<file path="src/rtl/tdm_demux4.sv">
// Time-division 1:4 demultiplexer: tracks frame alignment (HUNT/LOCK) on a
// SYNC-flagged word stream and steers each word into one of four held outputs.
module tdm_demux4 #(
  parameter int WIDTH = 8
) (
  input  logic             CLK,
  input  logic             RST,
  input  logic [WIDTH-1:0] DIN,
  input  logic             DIN_VALID,
  input  logic             SYNC,
  output logic [WIDTH-1:0] Q0,
  output logic [WIDTH-1:0] Q1,
  output logic [WIDTH-1:0] Q2,
  output logic [WIDTH-1:0] Q3,
  output logic             V0,
  output logic             V1,
  output logic             V2,
  output logic             V3,
  output logic             FRAME_DONE,
  output logic             LOCKED,
  output logic             SYNC_ERR
);

  typedef enum logic {
    HUNT = 1'b0,
    LOCK = 1'b1
  } state_t;

  state_t           state_q, state_d;
  logic [1:0]       slot_q, slot_d;
  logic [WIDTH-1:0] q_q [4];
  logic [WIDTH-1:0] q_d [4];
  logic [3:0]       v_q, v_d;
  logic             frame_done_q, frame_done_d;
  logic             sync_err_q, sync_err_d;

  always_comb begin
    // NOTE: every signal gets a default up front so no path leaves it
    // unassigned; otherwise synthesis infers a latch.
    state_d      = state_q;
    slot_d       = slot_q;
    q_d          = q_q;
    v_d          = '0;
    frame_done_d = 1'b0;
    sync_err_d   = 1'b0;

    if (DIN_VALID) begin
      unique case (state_q)
        HUNT: begin
          if (SYNC) begin
            q_d[0]  = DIN;
            v_d[0]  = 1'b1;
            slot_d  = 2'd1;
            state_d = LOCK;
          end
        end
        LOCK: begin
          if (SYNC) begin
            // A SYNC anywhere but slot 0 realigns on this word.
            sync_err_d = (slot_q != 2'd0);
            q_d[0]     = DIN;
            v_d[0]     = 1'b1;
            slot_d     = 2'd1;
          end else if (slot_q == 2'd0) begin
            sync_err_d = 1'b1;
            slot_d     = 2'd0;
            state_d    = HUNT;
          end else begin
            q_d[slot_q]  = DIN;
            v_d[slot_q]  = 1'b1;
            frame_done_d = (slot_q == 2'd3);
            slot_d       = slot_q + 2'd1;
          end
        end
        default: state_d = HUNT;
      endcase
    end
  end

  always_ff @(posedge CLK) begin
    // NOTE: sequential state uses non-blocking assignments so every flop
    // samples pre-edge values regardless of statement order.
    if (RST) begin
      state_q      <= HUNT;
      slot_q       <= 2'd0;
      v_q          <= '0;
      frame_done_q <= 1'b0;
      sync_err_q   <= 1'b0;
      for (int i = 0; i < 4; i++) q_q[i] <= '0;
    end else begin
      state_q      <= state_d;
      slot_q       <= slot_d;
      v_q          <= v_d;
      frame_done_q <= frame_done_d;
      sync_err_q   <= sync_err_d;
      for (int i = 0; i < 4; i++) q_q[i] <= q_d[i];
    end
  end

  assign Q0         = q_q[0];
  assign Q1         = q_q[1];
  assign Q2         = q_q[2];
  assign Q3         = q_q[3];
  assign V0         = v_q[0];
  assign V1         = v_q[1];
  assign V2         = v_q[2];
  assign V3         = v_q[3];
  assign FRAME_DONE = frame_done_q;
  assign LOCKED     = (state_q == LOCK);
  assign SYNC_ERR   = sync_err_q;

endmodule

</file>
<file path="config.mk">
export PLATFORM = sky130hd
export DESIGN_NAME = tdm_demux4
export DESIGN_NICKNAME = d
export VERILOG_FILES = /design/src/rtl/tdm_demux4.sv
export SDC_FILE = /design/constraint.sdc
export NUM_CORES = 1
export LEC_CHECK = 0
export ABC_AREA = 1
export ABC_CLOCK_PERIOD_IN_PS = 1900
export CAP_MARGIN = 20
export CORE_ASPECT_RATIO = 0.6
export CORE_MARGIN = 2
export CORE_UTILIZATION = 46
export DETAILED_ROUTE_END_ITERATION = 12
export PLACE_DENSITY = 0.79
export SYNTH_ARGS = -nofsm -noshare
export SYNTH_HDL_FRONTEND = slang
export SYNTH_SLANG_ARGS = --single-unit
</file>
<file path="constraint.sdc">
create_clock -name CLK -period 1.9 [get_ports CLK]
set_input_delay 0.19 -clock CLK [delete_from_list [all_inputs] [get_ports CLK]]
set_output_delay 0.19 -clock CLK [all_outputs]
set_load 0.01 [all_outputs]
</file>
# Word-level counts from Yosys, hierarchy flattened
# Index checks and enable logic that the tools add are counted.
# totals
register_bits	41
out_inout_bits	39
word_cells	55
# op_classes
addsub	1
order_cmp	4
n_eq_ne	3
muxes	22
n_bitwise	5
reduce_logical	10
# op_table
operator	count
$bwmux W32	1
$mux W32	1
$mux W8	3
$demux W8 S2	1
$pmux W8 S2	1
$mux W1	8
$mux W2	3
$reduce_or A5 Y1	1
$not A1 Y1	4
$pmux W1 S2	2
$pmux W2 S2	1
$reduce_and A4 Y1	1
$ge A3 B3 Y1 const B	1
$lt A2 B3 Y1 const B	1
$lt A3 B1 Y1 const B	1
$ne A3 B3 Y1 const B	1
$not A2 Y3	1
$reduce_and A3 Y1	1
$reduce_or A3 Y1	1
$add A2 B1 Y2 const B	1
$demux W1 S2	1
$eq A2 B2 Y1 const B	1
$ge A2 B1 Y1 const B	1
$logic_and A1 B1 Y1	2
other kinds (5)	5

# Logic depth before layout (Yosys ltp)
# Gate-level depths: netlist (run 1).
# logic_depth
depth_word	9
depth_mapped	10
mapped_depth_nobuf	10

# Worst setup path before layout (run 1)
# OpenSTA, ideal clock, no wires.
# synth_timing
kind	register to register
startpoint	register slot_q[0]
endpoint	register q_q (netlist bit Q2[7])
t_arrival_ns	1.408
required_time_ns	1.784
path_slack_ns	0.376
stages_incl_launch_ff	10
n_path_buf	0
path_cell_list	dfxtp_1 > inv_1 > ha_1 > inv_1 > ha_1 > inv_1 > nor2_8 > nand2_4 > o21ai_0 > nor2_1
# synth_between
elab_chain_cells	6
word_cells_on_any_way	10
# synth_rtl
item	line_no	source
start: declaration	30	logic [1:0] slot_q, slot_d;
start signal: assignment	92	slot_q <= slot_d;
$not A2 Y3 (not written as such)	69	q_d[slot_q] = DIN;
$ge A3 B3 Y1 (not written as such) / $lt A3 B1 Y1 (equally long branches)	69	
$logic_and A1 B1 Y1 (not written as such)	69	
$mux W8 (not written as such)	69	
$demux W8 S2	69	
$bwmux W32	69	
end: declaration	31	logic [WIDTH-1:0] q_q [4];
# Several ways; a longest one is shown, not always the timed one.
# A chain may end at the register's enable or synchronous reset.

# Final worst setup path (run 1)
# layout_timing
startpoint	register slot_q[1]
endpoint	register q_q (netlist bit Q1[7])
# Same word-level chain as after synthesis.

==> results of run 1 <==
kinds of logic (layout without fill, tap and decap cells):
| kind of cell | Yosys count | after routing | synth area share, % |
|---|---|---|---|
| buf+inv | 33 | 87 | 9.64 |
| simple gates | 111 | 111 | 29.2 |
| compound gates | 28 | 28 | 8.43 |
| flops | 40 | 40 | 48.2 |
| fa+ha+maj | 6 | 6 | 4.52 |
cell type report:
type	count	area [um2]	share of cell area, %
Tap cell	45	56.3	2.42
Clock inverter	1	30.0	1.29
Sequential cell	40	801	34.4
Clock buffer	7	96.3	4.14
Inverter	28	120	5.17
Multi-Input combinational cell	145	701	30.1
Timing Repair Buffer	51	520	22.4
path summary, 6_finish.rpt:
check / cells after the start / endpoint / slack [ps] / start
worst max-delay path: 9 / Q1[7] / 160 / slot_q[1]
worst min-delay path: 2 / Q1[3] / 490 / Q1[3]
worst max register to register: 9 / Q1[7] / 160 / slot_q[1]
worst min register to register: 2 / Q1[3] / 490 / Q1[3]
sequential cells by signal, indices dropped and copies added, names as in the netlist:
register  flops
Q1            8
v_q           4
slot_q        2
Q2            8
Q0            8
LOCKED        1
SYNC_ERR      1
Q3            8
layer usage:
layer / GRT usage (%) / part of all wire [%] / vias to the layer above
met5: 0 / 0 / -
met4: 6.67 / 0.91 / 0
met3: 6.12 / 8.1 / 3
met2: 26.4 / 40 / 47
met1: 28.2 / 51 / 635
li1: - / - / 775
stage by stage:
stage	hold WS (ps)	utilization [%]	area, um2	worst slack (ps)	total power, uW
6_report	486	69.1	2320	156	1800
2_1_floorplan	259	-	1660	376	987
3_3_place_gp	463	65.4	2200	195	1070
3_5_place_dp	477	65.4	2200	131	1070
4_1_cts	492	69.1	2320	170	1820
5_1_grt	510	69.1	2320	20.4	1880
where the power goes:
group	total, uW	leakage (uW)	switching [uW]	internal [uW]
Clock	751	0.0000645	288	463
Sequential	869	0.000324	12.8	856
Combinational	182	0.000650	97.3	84.4
Total	1800	0.00104	398	1400
layout by cell type, fill, tap and decap left out:
master,instances
inv_1,25
ha_1,6
o21ai_1,9
nand3_1,3
nor2_8,1
o21ai_0,16
dfxtp_1,40
nand2_2,2
clkbuf_8,7
nand4_1,3
a21oi_1,3
clkinv_4,3
buf_12,1
clkdlybuf4s50_1,50
bufinv_16,1
nand2_4,4
nand2_1,22
nor2_1,75
nand3_2,1
worst min-delay path, cell delays in order (launching register included):
cell	delay, ps
dfxtp_1	330
nor2_1	50
nor2_1	80
==> results.json, run 1 <==
{
  "antenna_found_initial": 0,
  "synth-seq-cells": 40,
  "yosysMostFrequentCell": "nor2_1",
  "cp_cell_sequence": "inv_1 -> ha_1 -> inv_1 -> ha_1 -> inv_1 -> nor2_8 -> nand2_4 -> o21ai_0 -> nor2_1",
  "status": "completed",
  "hold_viol": 0,
  "synth-main-ff-cell": "dfxtp_1",
  "hpwl_um": 2730,
  "die_x_um": 81.6,
  "slowest_stage": "dfxtp_1",
  "ys.warnings.count": 0,
  "place.gp.congestion": 0.824,
  "relSlewSlack_pct": 77.7,
  "async_reset_ff_share_pct": 0,
  "synthesis.area_mm2": 0.00166,
  "routed_wl_um": 3620,
  "slew_viol_final": 0,
  "finalSetupViolations": 0,
  "tns_ps": 0,
  "syn_nets": 236,
  "syn_inst": 218,
  "maxClockFrequency_mhz": 573,
  "drv_cap": 0,
  "rsz0062_at_grt": "no",
  "diodes": 0,
  "grt_max_degree": 27,
  "period_needed_ps": 1740,
  "root_buffer": "clkbuf_8",
  "required_ps": 2090,
  "cp.arrival_ps": 1930,
  "cellLeakagePower_uw": 0.00104,
  "dr.pass1.iters": 4,
  "post-cts-setup-buffers": 0,
  "dieHeight_um": 50.6,
  "synth_common_cells": "nor2_1 (75), dfxtp_1 (40), inv_1 (25)",
  "synth_edf_count": 0,
  "cp_common_cell": "inv_1",
  "grt_pass1_wl_um": 5940,
  "ys_seq_area_share_pct": 48.2,
  "yosysTopAreaCell": "dfxtp_1",
  "path_class": "reg -> reg",
  "fin_nets": 289,
  "cts_hold_buf": 0,
  "drc": 0,
  "io_buffers": 50,
  "irDropWorstVdd_uv": 562,
  "rows": 16,
  "finalClockSkew_ps": 5.79,
  "crit_path_start_kind": "register",
  "core-area_mm2": 0.00336,
  "ctsResizeCount": 0,
  "track_usage_pct": 19.2,
  "cellPowerDensity_mw_per_mm2": 775,
  "drt_iter0_markers": 81,
  "tritoncts": "yes",
  "grt-ovfl-total": 0,
  "cts-htree-levels": 2,
  "final_cells": 317,
  "cts_sinks": 40,
  "path_buf_inv": 3,
  "worst_pin_slew_ps": 334,
  "cts_buffers": 5,
  "synthDominantCellAreaShare_pct": 48.2,
  "wl_per_cell_um": 11.4,
  "syn_avg_cell_area_um2": 7.62,
  "synth_cell_types": 19,
  "drive_gt1_share_pct": 7.35,
  "clk-insertion-delay-late_ps": 290,
  "crit_path_max_incr_delay_ps": 390,
  "num-fill-cells": 288,
  "start_util_pct": 49.4,
  "end_kind": "register",
  "die-area_mm2": 0.00412,
  "io_pins": 51,
  "path_delay_family": "adder cells",
  "path_clk_slew_ps": 80,
  "syn2layout_area_growth_pct": 39.9,
  "grt_pass1_vias": 1320,
  "fin_crit_sh_pct": 91.8,
  "final_antenna_net_count": 0,
  "cts_max_path_buffers": 2,
  "place_inst": 309,
  "num_vias": 1460,
  "avgViaCountPerCell": 4.61,
  "hold_class": "reg -> reg",
  "synthTopCellsByArea": "dfxtp_1 (48%), nor2_1 (17%), inv_1 (5.6%)",
  "path_max_fanout": 9
}
Power figures use the tool's default switching activity.
==> inputs of run 2 (changes only) <==
Settings changed: CORE_UTILIZATION 46 to 37, PLACE_DENSITY 0.79 to 0.66.
==> run 2 against run 1 <==
Against the previous run:
- count of clock-buffer cells in the layout fell by 1
- sequential power barely moved
- worst setup slack got worse by 14 ps
- global-route usage fell by 3.5 points
- clock power fell by 22%
- largest power group unchanged
- highest routed layer is now met3
==> results.json, run 2 (synthesis results as in run 1) <==
{
  "status": "completed",
  "cts_max_path_buffers": 2,
  "cp_cell_sequence": "inv_1 -> ha_1 -> inv_1 -> ha_1 -> inv_1 -> nor2_8 -> nand2_4 -> o21ai_0 -> nor2_1",
  "clk-insertion-delay-late_ps": 290,
  "grt_max_degree": 26,
  "crit_path_max_incr_delay_ps": 370,
  "crit_path_end": "Q1[6]",
  "r2r_setup_slack_ps": 140,
  "cts_hold_buf": 0,
  "cellLeakagePower_uw": 0.00103,
  "final_cell_mix": "nor2_1 (75), clkdlybuf4s50_1 (50), dfxtp_1 (40)",
  "root_buffer": "clkbuf_8",
  "final_antenna_net_count": 0,
  "hpwl_um": 2830,
  "slew_viol_final": 0,
  "syn2layout_area_growth_pct": 39.0,
  "cts_buffers": 5,
  "finalClockSkew_ps": 3.42,
  "maxClockFrequency_mhz": 569,
  "routed_wl_um": 3850,
  "crit_start": "slot_q[0]",
  "track_usage_pct": 15.8,
  "layout_commonest_cell": "nor2_1",
  "grt-ovfl-total": 0,
  "io_pins": 51,
  "end_kind": "register",
  "place.gp.congestion": 0.706,
  "slowest_stage": "dfxtp_1",
  "crit_path_start_kind": "register",
  "cts-htree-levels": 2,
  "post-cts-setup-buffers": 0,
  "drv_cap": 0,
  "avgViaCountPerCell": 4.31,
  "path_delay_family": "adder cells",
  "tritoncts": "yes",
  "rows": 18,
  "path_max_fanout": 9,
  "drive_gt1_share_pct": 7.35,
  "wl_per_cell_um": 11.6,
  "start_util_pct": 39.5,
  "r2r_cells": 9,
  "grt_pass1_vias": 1274,
  "path_class": "reg -> reg",
  "core-area_mm2": 0.00421,
  "cp_common_cell": "inv_1",
  "ctsResizeCount": 0,
  "rsz0062_at_grt": "no",
  "fin_crit_sh_pct": 92.5,
  "period_needed_ps": 1760,
  "cellPowerDensity_mw_per_mm2": 709,
  "drc": 0,
  "relSlewSlack_pct": 74.1,
  "rr_startpoint": "slot_q[0]",
  "fin_nets": 289,
  "io_buffers": 50,
  "antenna_found_initial": 0,
  "num_vias": 1431,
  "dr.pass1.iters": 4,
  "finalSetupViolations": 0,
  "tns_ps": 0,
  "irDropWorstVdd_uv": 359,
  "grt_pass1_wl_um": 6290,
  "r2r_end": "Q1[6]",
  "cp.arrival_ps": 1940,
  "die_x_um": 90.5,
  "diodes": 0,
  "num-fill-cells": 409,
  "path_buf_inv": 3,
  "required_ps": 2090,
  "hold_class": "reg -> reg",
  "dieHeight_um": 55.9,
  "hold_viol": 0,
  "hold_slack_ps": 488,
  "path_clk_slew_ps": 80,
  "worst_pin_slew_ps": 388,
  "cp.depth": 9,
  "cts_sinks": 40,
  "drt_iter0_markers": 56,
  "die-area_mm2": 0.00506
}
-- run 2: cell count changes in the layout (fill, tap and decap cells not counted), sizes merged --
| cell | before | now |
|---|---|---|
| bufinv | 1 | 0 |
| clkinv | 3 | 5 |
| clkbuf | 7 | 6 |
-- run 2: tightest hold or removal path, stage by stage (launching register included) --
cell and delay [ps]:
dfxtp_1 330, nor2_1 50, nor2_1 80
-- run 2: per-layer routing --
layer | track usage [%] | part of all wire (%) | routed length [um] | vias to the layer above
li1 | - | - | - | 775
met1 | 24.1 | 57 | 2180 | 616
met2 | 19.7 | 36 | 1400 | 40
met3 | 5.83 | 6.8 | 263 | 0
met4 | 5.27 | 0 | 0 | 0
met5 | 0 | 0 | 0 | -
-- run 2: worst min-delay path by stage --
stage / from / endpoint / slack [ps] / cells past startpoint
finish: Q3[3] / Q3[3] / 490 / 2
global route: Q1[7] / Q1[7] / 510 / 2
CTS: RST / v_q[0] / 490 / 2
detailed placement: Q3[3] / Q3[3] / 470 / 2
global placement: Q1[2] / Q1[2] / 460 / 2
floorplan: RST / slot_q[0] / 260 / 1
-- run 2: area by class of cell --
class                      count  area (um2)  area share [%]
clock buffer                   6        82.6            3.58
clock inverter                 2        10.0           0.433
inverter                      28         120            5.20
multi-input combinational    145         701            30.3
sequential                    40         801            34.7
tap                           60        75.1            3.25
timing repair buffer          51         520            22.5
-- run 2: power by group --
group / switching [uW] / internal, uW
clock: 294 / 290
sequential: 13.0 / 856
combinational: 99.8 / 84.5
total: 407 / 1230
-- run 2: per-stage QoR --
step	power [uW]	util [%]	instances	area [um2]	setup slack, ps
3_5_place_dp	1070	52.6	324	2220	168
2_1_floorplan	987	-	218	1660	376
3_3_place_gp	1070	52.6	324	2220	219
6_report	1640	54.8	332	2310	142
5_1_grt	1700	54.8	332	2310	10.3
4_1_cts	1650	54.8	332	2310	157
==> inputs of run 3 (changes only) <==
Settings changed: ABC_AREA 1 to not set, CELL_PAD_IN_SITES_DETAIL_PLACEMENT set to 1, CELL_PAD_IN_SITES_GLOBAL_PLACEMENT set to 1, CORE_UTILIZATION 37 to 33, PLACE_DENSITY 0.66 to 0.8.
==> run 3 against run 2 <==
Against the previous run:
- worst setup slack improved by 14 ps
- core utilization is 5.4 points lower
- register-to-register slack barely moved
- non-clock buffer count rose by 5
- first-iteration DRC count down 7.1%
- synthesized cell count down 16%
- die area is 6.7% higher
- power grew 4.2%
- fmax up 0.83%
- area after synthesis is 4.4% lower
- cell area shrank 1.4%
- largest power group unchanged
==> results.json, run 3 <==
{
  "synthTopCellsByArea": "dfxtp_1 (50%), nand2_1 (14%), a21oi_1 (8.5%)",
  "path_clk_slew_ps": 80,
  "synthesis.area_mm2": 0.00159,
  "antenna_found_initial": 0,
  "rsz0062_at_grt": "no",
  "ys.warnings.count": 0,
  "place_area_mm2": 0.00215,
  "drc": 0,
  "rows": 19,
  "routed_wl_um": 4450,
  "avgViaCountPerCell": 4.85,
  "clk-insertion-delay-late_ps": 290,
  "ys_seq_area_share_pct": 50.4,
  "hold_class": "reg -> reg",
  "total_power_uw": 1710,
  "maxClockFrequency_mhz": 574,
  "final_cell_mix": "nand2_1 (58), clkdlybuf4s50_1 (50), dfxtp_1 (40)",
  "tritoncts": "yes",
  "tns_ps": 0,
  "final_antenna_net_count": 0,
  "yosysTopAreaCell": "dfxtp_1",
  "fin_area_mm2": 0.00228,
  "slowest_stage": "dfxtp_1",
  "cts_buffers": 5,
  "io_pins": 51,
  "die_x_um": 93.6,
  "cellPowerDensity_mw_per_mm2": 749,
  "grt_max_degree": 20,
  "required_ps": 2110,
  "path_delay_family": "adder cells",
  "drive_gt1_share_pct": 7.59,
  "synth_edf_count": 0,
  "layout_commonest_cell": "nand2_1",
  "synthDominantCellAreaShare_pct": 50.4,
  "multi_input_area_um2": 723,
  "fin_nets": 254,
  "dieHeight_um": 57.7,
  "relSlewSlack_pct": 67.8,
  "finalSetupViolations": 0,
  "cp.arrival_ps": 1950,
  "io_buffers": 50,
  "drt_iter0_markers": 52,
  "synth_common_cells": "nand2_1 (58), dfxtp_1 (40), a21oi_1 (27)",
  "drv_cap": 0,
  "path_max_fanout": 8,
  "cellLeakagePower_uw": 0.000791,
  "path_class": "reg -> reg",
  "grt_pass1_wl_um": 7030,
  "slew_viol_final": 0,
  "cp_common_cell": "inv_1",
  "diodes": 0,
  "synth-main-ff-cell": "dfxtp_1",
  "fin_crit_sh_pct": 91.8,
  "root_buffer": "clkbuf_8",
  "yosysMostFrequentCell": "nand2_1",
  "end_kind": "register",
  "place.gp.congestion": 0.740,
  "track_usage_pct": 17.1,
  "num-fill-cells": 568,
  "hpwl_um": 3220,
  "grt_pass1_vias": 1423,
  "synth-seq-cells": 40,
  "syn_inst": 184,
  "num_vias": 1455,
  "worst_pin_slew_ps": 479,
  "hold_viol": 0,
  "cp_cell_sequence": "inv_1 -> ha_4 -> inv_1 -> ha_1 -> nand4bb_1 -> o21ai_4 -> mux2i_1",
  "syn_avg_cell_area_um2": 8.63,
  "start_util_pct": 34.4,
  "period_needed_ps": 1740,
  "dr.pass1.iters": 4,
  "syn_nets": 202,
  "syn2layout_area_growth_pct": 43.5,
  "seqCellArea_um2": 801,
  "crit_path_start_kind": "register",
  "irDropWorstVdd_uv": 285,
  "core-area_mm2": 0.00461,
  "crit_path_max_incr_delay_ps": 330,
  "cts-htree-levels": 2,
  "grt-ovfl-total": 0,
  "path_buf_inv": 2,
  "status": "completed",
  "synth_cell_types": 25,
  "cts_sinks": 40,
  "wl_per_cell_um": 14.8,
  "cts_max_path_buffers": 2,
  "die-area_mm2": 0.00540,
  "finalClockSkew_ps": 8.57,
  "async_reset_ff_share_pct": 0
}
[run 3: changes by cell type in the layout (fill, tap and decap cells not counted), sizes merged, moves of 4 or more]
cell	change
a21oi	+24
buf	+5
inv	-21
mux2i	+8
nand2	+31
nand3	+4
nor2	-75
o21ai	-23
[run 3: path summary, 6_finish.rpt]
kind | cells past startpoint | to | slack, ps | from
worst min register to register | 2 | Q2[4] | 460 | Q2[4]
worst min-delay path | 2 | Q2[4] | 460 | Q2[4]
worst max register to register | 7 | Q0[5] | 160 | slot_q[0]
worst max-delay path | 7 | Q0[5] | 160 | slot_q[0]
[run 3: worst reg2reg max path, stage by stage (launching register included)]
cell and delay [ps]:
dfxtp_1 330, inv_1 130, ha_4 190, inv_1 50, ha_1 240, nand4bb_1 260
o21ai_4 210, mux2i_1 260
[run 3: layout make-up]
type	instances	share of cell area, %
repair buffers	56	23.9
inverters	5	0.824
flip-flops and latches	40	35.1
clock inverters	3	1.87
clock buffers	5	3.02
well taps	63	3.46
multi-input cells	128	31.7
[run 3: power by group]
group / internal, uW / total, uW / switching [uW]
clock: 389 / 684 / 295
sequential: 853 / 866 / 13.7
combinational: 74.9 / 157 / 81.9
total: 1320 / 1710 / 391
[run 3: repair_timing]
action,CTS,global route
buffers inserted,0,1
hold buffers,0,0
resized for setup,0,2
setup endpoints to repair,0,31
[run 3: metrics by stage]
stage	setup slack, ps	util [%]	std cells	hold WS (ps)
after floorplan	305	-	184	326
after global placement	180	46.6	291	444
after detailed placement	83.9	46.6	291	451
after CTS	58.2	49.0	299	462
after global routing	25.3	49.4	300	483
final	156	49.4	300	457
[run 3: per-layer routing]
| metal | GRT usage [%] | wire (um) | share of wire, % |
|---|---|---|---|
| met1 | 24.7 | 2310 | 52 |
| met2 | 25.6 | 1860 | 42 |
| met3 | 4.42 | 261 | 5.9 |
| met4 | 4.35 | 27 | 0.61 |
| met5 | 0 | 0 | 0 |
[run 3: logic make-up (layout without fill, tap and decap cells)]
| group | count (synthesis) | count (layout) | synth area share [%] |
|---|---|---|---|
| multiplexers | 8 | 8 | 5.04 |
| buffers and inverters | 16 | 69 | 4.81 |
| adder cells (fa/ha/maj) | 6 | 6 | 4.73 |
| flip-flops | 40 | 40 | 50.4 |
| AND/OR/NAND/NOR | 83 | 83 | 24.1 |
| AO/OA/AOI/OAI | 31 | 31 | 10.9 |
